===== src/rtl/text_pixel_pipeline.sv =====
// Text-mode pixel stage: VRAM char fetch -> font row fetch -> RGB444, syncs delayed 3 cycles.
// Optional blinking cursor enabled by defining TEXT_PIXEL_CURSOR_EN.
module text_pixel_pipeline #(
  parameter int unsigned COLS          = 80,
  parameter int unsigned ROWS          = 30,
  parameter int unsigned WORDS_PER_ROW = COLS / 4
) (
  input  logic        clk_25MHz,
  input  logic        reset_ah,
  input  logic [9:0]  drawX,
  input  logic [9:0]  drawY,
  input  logic        hsync,
  input  logic        vsync,
  input  logic        vde,
  input  logic [31:0] ctrl,
  output logic [9:0]  vram_addr,
  input  logic [31:0] vram_rdata,
  output logic [10:0] font_addr,
  input  logic [7:0]  font_data,
  output logic [3:0]  red,
  output logic [3:0]  green,
  output logic [3:0]  blue,
  output logic        hsync_out,
  output logic        vsync_out,
  output logic        vde_out
`ifdef TEXT_PIXEL_CURSOR_EN
  ,
  input  logic [6:0]  cursor_col,
  input  logic [4:0]  cursor_row
`endif
);

  localparam int unsigned PIPE_LAT = 3;

  logic [9:0]          r_vram_addr;
  logic [4:0]          r_x0;
  logic [3:0]          r_y0;
  logic [10:0]         r_font_addr;
  logic                r_inv1;
  logic [2:0]          r_x1;
  logic [31:0]         r_ctrl;
  logic [3:0]          r_red, r_green, r_blue;
  logic [PIPE_LAT-1:0] r_hs_sr, r_vs_sr, r_vde_sr;

  logic       w_row_ok;
  logic [9:0] w_addr;
  logic [7:0] w_char;
  logic       w_pix;
  logic       w_cur_flip;
  logic       w_unused;

  assign w_row_ok = drawY[8:4] < 5'(ROWS);
  assign w_addr   = 10'(drawY[8:4] * WORDS_PER_ROW) + 10'(drawX[9:5]);
  assign w_char   = vram_rdata[{r_x0[4:3], 3'b000} +: 8];
  assign w_pix    = font_data[3'd7 - r_x1] ^ r_inv1;
  assign w_unused = ^{drawY[9], ctrl[31:25], ctrl[0]};

`ifdef TEXT_PIXEL_CURSOR_EN
  logic [5:0] r_frame;
  logic       r_vs_d;
  logic       r_cur0;
  logic       w_cell_match;

  // Out-of-range cursor coordinates can never equal a visible cell.
  assign w_cell_match = (drawX[9:3] == cursor_col) && (drawY[8:4] == cursor_row) &&
                        (cursor_col < 7'(COLS)) && (cursor_row < 5'(ROWS));
  assign w_cur_flip   = r_cur0 & r_frame[5];

  always_ff @(posedge clk_25MHz) begin
    if (reset_ah) begin
      r_frame <= '0;
      r_vs_d  <= 1'b1;
      r_cur0  <= 1'b0;
    end else begin
      r_vs_d  <= vsync;
      r_cur0  <= vde & w_cell_match;
      if (r_vs_d && !vsync) r_frame <= r_frame + 6'd1;
    end
  end
`else
  assign w_cur_flip = 1'b0;
`endif

  always_ff @(posedge clk_25MHz) begin
    if (reset_ah) begin
      r_vram_addr <= '0;
      r_x0        <= '0;
      r_y0        <= '0;
      r_font_addr <= '0;
      r_inv1      <= 1'b0;
      r_x1        <= '0;
      r_ctrl      <= '0;
      r_red       <= '0;
      r_green     <= '0;
      r_blue      <= '0;
      r_hs_sr     <= '1;
      r_vs_sr     <= '1;
      r_vde_sr    <= '0;
    end else begin
      r_vram_addr <= (vde && w_row_ok) ? w_addr : '0;
      r_x0        <= drawX[4:0];
      r_y0        <= drawY[3:0];

      r_font_addr <= {w_char[6:0], r_y0};
      r_inv1      <= w_char[7] ^ w_cur_flip;
      r_x1        <= r_x0[2:0];

      r_ctrl      <= ctrl;
      if (r_vde_sr[1]) begin
        {r_red, r_green, r_blue} <= w_pix ? r_ctrl[24:13] : r_ctrl[12:1];
      end else begin
        {r_red, r_green, r_blue} <= '0;
      end

      r_hs_sr  <= {r_hs_sr[PIPE_LAT-2:0], hsync};
      r_vs_sr  <= {r_vs_sr[PIPE_LAT-2:0], vsync};
      r_vde_sr <= {r_vde_sr[PIPE_LAT-2:0], vde};
    end
  end

  assign vram_addr = r_vram_addr;
  assign font_addr = r_font_addr;
  assign red       = r_red;
  assign green     = r_green;
  assign blue      = r_blue;
  assign hsync_out = r_hs_sr[PIPE_LAT-1];
  assign vsync_out = r_vs_sr[PIPE_LAT-1];
  assign vde_out   = r_vde_sr[PIPE_LAT-1];

endmodule


===== config.mk =====
export PLATFORM = sky130hd
export DESIGN_NAME = text_pixel_pipeline
export DESIGN_NICKNAME = d
export VERILOG_FILES = /design/src/rtl/text_pixel_pipeline.sv
export SDC_FILE = /design/constraint.sdc
export NUM_CORES = 1
export LEC_CHECK = 0
export ABC_AREA = 0
export CAP_MARGIN = 20
export CORE_ASPECT_RATIO = 1.75
export CORE_MARGIN = 2
export CORE_UTILIZATION = 40
export DETAILED_ROUTE_END_ITERATION = 8
export PLACE_DENSITY = 0.74
export SLEW_MARGIN = 20
export SYNTH_ARGS = -nofsm -noshare
export SYNTH_HDL_FRONTEND = slang
export SYNTH_SLANG_ARGS = --single-unit

===== constraint.sdc =====
create_clock -name clk_25MHz -period 4.1 [get_ports clk_25MHz]
set_input_delay 0.82 -clock clk_25MHz [delete_from_list [all_inputs] [get_ports clk_25MHz]]
set_output_delay 0.82 -clock clk_25MHz [all_outputs]
set_load 0.02 [all_outputs]

==> qor.txt <==
via count -> 2454
Initial Util -> 0.4150
die height -> 121.2 microns
total power -> 1870 uW
Mapped Cells -> 281
slowest stage delay, CP -> 520 ps
CP most frequent cell -> ha_1
DIE WIDTH -> 70.98 microns
gpl congestion -> 0.7940
reg2reg start -> r_x1[0]
Detailed Routing Iterations Pass 1 -> 4
cell area after synthesis -> 3141 sq um
largest net degree at the start of global routing -> 57
Yosys top cell area share -> 0.5036
Worst Hold Class -> flop to flop
count of cell types in the netlist -> 32
worst setup path startpoint -> drawY[5]
clk sinks -> 79
Core Region -> 7567 sq um
sequential fraction of the synthesis area -> 0.5036
TritonCTS Buffers -> 9
pwr dens -> 401.6 nW/um^2
synth top area cells -> dfxtp_1 50%, nor2b_1 10%, mux4_2 7.2%
Worst EP required -> 4360 ps
final WL -> 7.362 mm
GRT overflow -> 0
count of hold-fix buffers inserted at cts -> 0
normalized max-slew margin -> 0.3106
unrepaired setup endpoints after global routing -> false
CTS H-Tree Depth -> 3
P&R area growth vs syn -> 48.25%
CP max-delay cell -> clkdlybuf4s50_1
Setup WS pre-CTS -> 966.3 ps
Warnings, synthesis -> 0
crit path buf inv count -> 1
Final HPWL DP -> 5.457 mm
Vias/cell -> 5.008
wire length per cell -> 15.02 microns
Worst VDD drop -> 0.2466 mV
WP data arrival -> 3090 ps
Max Slew Vio Count -> 0
post-cts resize count -> 0
number of cell rows -> 42
Post-CTS Setup Repair Bufs -> 0
vias in the first global route -> 2481
CP top delay family -> adder cells
diode count -> 0
Longest Clk Path Bufs -> 2
antenna violations before repair -> 0
final worst-path cycle share -> 0.6910
element type at the critical path end -> flop
Hold Fails Final Rpt -> 0
worst hold start -> r_hs_sr[1]
CP Max Fanout -> 4
GRT Resource Usage Total -> 0.1795
Worst-Margin Slew -> 1012 ps
crit-path cells -> clkdlybuf4s50_1, ha_1, ha_1, fa_1, xor2_1, nand4b_1, or2_0, mux2i_1
DRT antenna net count -> 0
Reg clk slew, reported paths -> 50 ps
MaxCap Viol Count -> 0
Synth async-reset ratio -> 0
Peak Freq -> 0.3530 GHz
status -> completed
root buf cell -> clkbuf_16
Lkg Pwr -> 0.001782 uW
PortBufs -> 123
Synth area leader -> dfxtp_1
critical setup path kind -> input pin to flop
post-synthesis area per instance -> 11.18 sq um
Clock Latency Late Sink -> 330 ps
Final Skew -> 3.859 ps
most common flop cell mapped by yosys -> dfxtp_1
setup TNS -> 0 ps
Syn Nets -> 389
die area -> 8604 sq um
io pins -> 133
Yosys reg bits -> 79
first-pass GRT wire length -> 11.80 mm
Worst setup SP type -> input pin
drc violations -> 0
worst setup margin -> 1267 ps
TritonCTS clock tree -> done
number of synthesized flops with an enable pin -> 0
initial drt markers -> 116
min Tclk post-route -> 2833 ps
# nets final -> 505
Final setup viols -> 0
share of layout cells above drive strength 1 -> 0.07463
==> cell usage in the layout (no fill, tap or decap), types with 3 or more instances in the layout <==
cell / Yosys / layout
clkdlybuf4s50_1: 0 / 122
dfxtp_1: 79 / 78
nor2b_1: 51 / 51
nand4_1: 14 / 14
nand2_1: 14 / 14
nand4b_1: 13 / 13
nand3_1: 13 / 13
nand2b_1: 12 / 12
a211o_1: 12 / 12
mux4_2: 10 / 10
ha_1: 9 / 9
clkbuf_16: 0 / 9
or2_1: 6 / 6
a21o_1: 4 / 4
and3_1: 4 / 4
xnor2_1: 3 / 3
nor2_1: 3 / 3
clkinv_2: 0 / 3
==> cells by family after synthesis <==
kind of cell	synth area share
multiplexers	0.08207
adder cells (fa/ha/maj)	0.04861
AO/OA/AOI/OAI	0.05060
XOR/XNOR	0.01395
AND/OR/NAND/NOR	0.2606
flip-flops	0.5036
buffers and inverters	0.04064
==> where the power goes <==
part / internal, uW / leakage (uW) / switching [uW]
combinational: 163 / 0.000984 / 104
sequential: 807 / 0.000653 / 24.0
clock: 485 / 0.000146 / 287
==> path summary, 6_finish.rpt <==
| kind | depth (start not counted) | endpoint | slack (ps) |
|---|---|---|---|
| setup / recovery | 8 | vram_addr[8] | 1270 |
| hold / removal | 1 | r_hs_sr[2] | 400 |
| setup reg to reg | 4 | green[2] | 1980 |
| hold reg to reg | 1 | r_hs_sr[2] | 400 |
==> cell type report <==
type                    count  area, sq um
well taps                  88        110.1
inverters                   1        6.256
repair buffers            124         1234
flip-flops and latches     79         1583
clock buffers              12        246.5
multi-input cells         182         1431
clock inverters             4        45.04
fillers                   640         2912
==> Yosys cell counts (4+ instances only) <==
cell type,number
nand4b_1,13
nand4_1,14
nand2_1,14
nand3_1,13
a21o_1,4
ha_1,9
and3_1,4
dfxtp_1,79
nor2b_1,51
a211o_1,12
clkbuf_1,8
nand2b_1,12
buf_6,4
mux4_2,10
or2_1,6
==> worst register-to-register path: stages, from the launching register on <==
cell and delay [ps]:
dfxtp_1 380, mux4_2 550, mux2i_4 800, a211o_1 210, nand3_1 70
==> metrics by stage <==
stage,instances,hold WS [ps],area [sq um],util
final,490,400.9,4656,0.6152
after global routing,490,415.9,4656,0.6152
after CTS,490,403.3,4654,0.6151
after detailed placement,474,390.4,4363,0.5766
after global placement,474,385.9,4363,0.5766
after floorplan,281,383.2,3141,-
==> flip-flops by register name, indices dropped and copies added (netlist names), 4 cells and up <==
| signal | flops |
|---|---|
| font_addr | 11 |
| r_x0 | 5 |
| red | 4 |
| r_y0 | 4 |
| r_ctrl | 24 |
| green | 4 |
| vram_addr | 10 |
| blue | 4 |
==> metal layers <==
| metal | wire, microns | global-route usage | part of all wire |
|---|---|---|---|
| met1 | 2426 | 0.1775 | 0.33 |
| met2 | 4231 | 0.3207 | 0.57 |
| met3 | 425 | 0.05648 | 0.058 |
| met4 | 279 | 0.1061 | 0.038 |
| met5 | 0 | 0 | 0 |
Note: power is estimated with default switching activity, not from simulation.
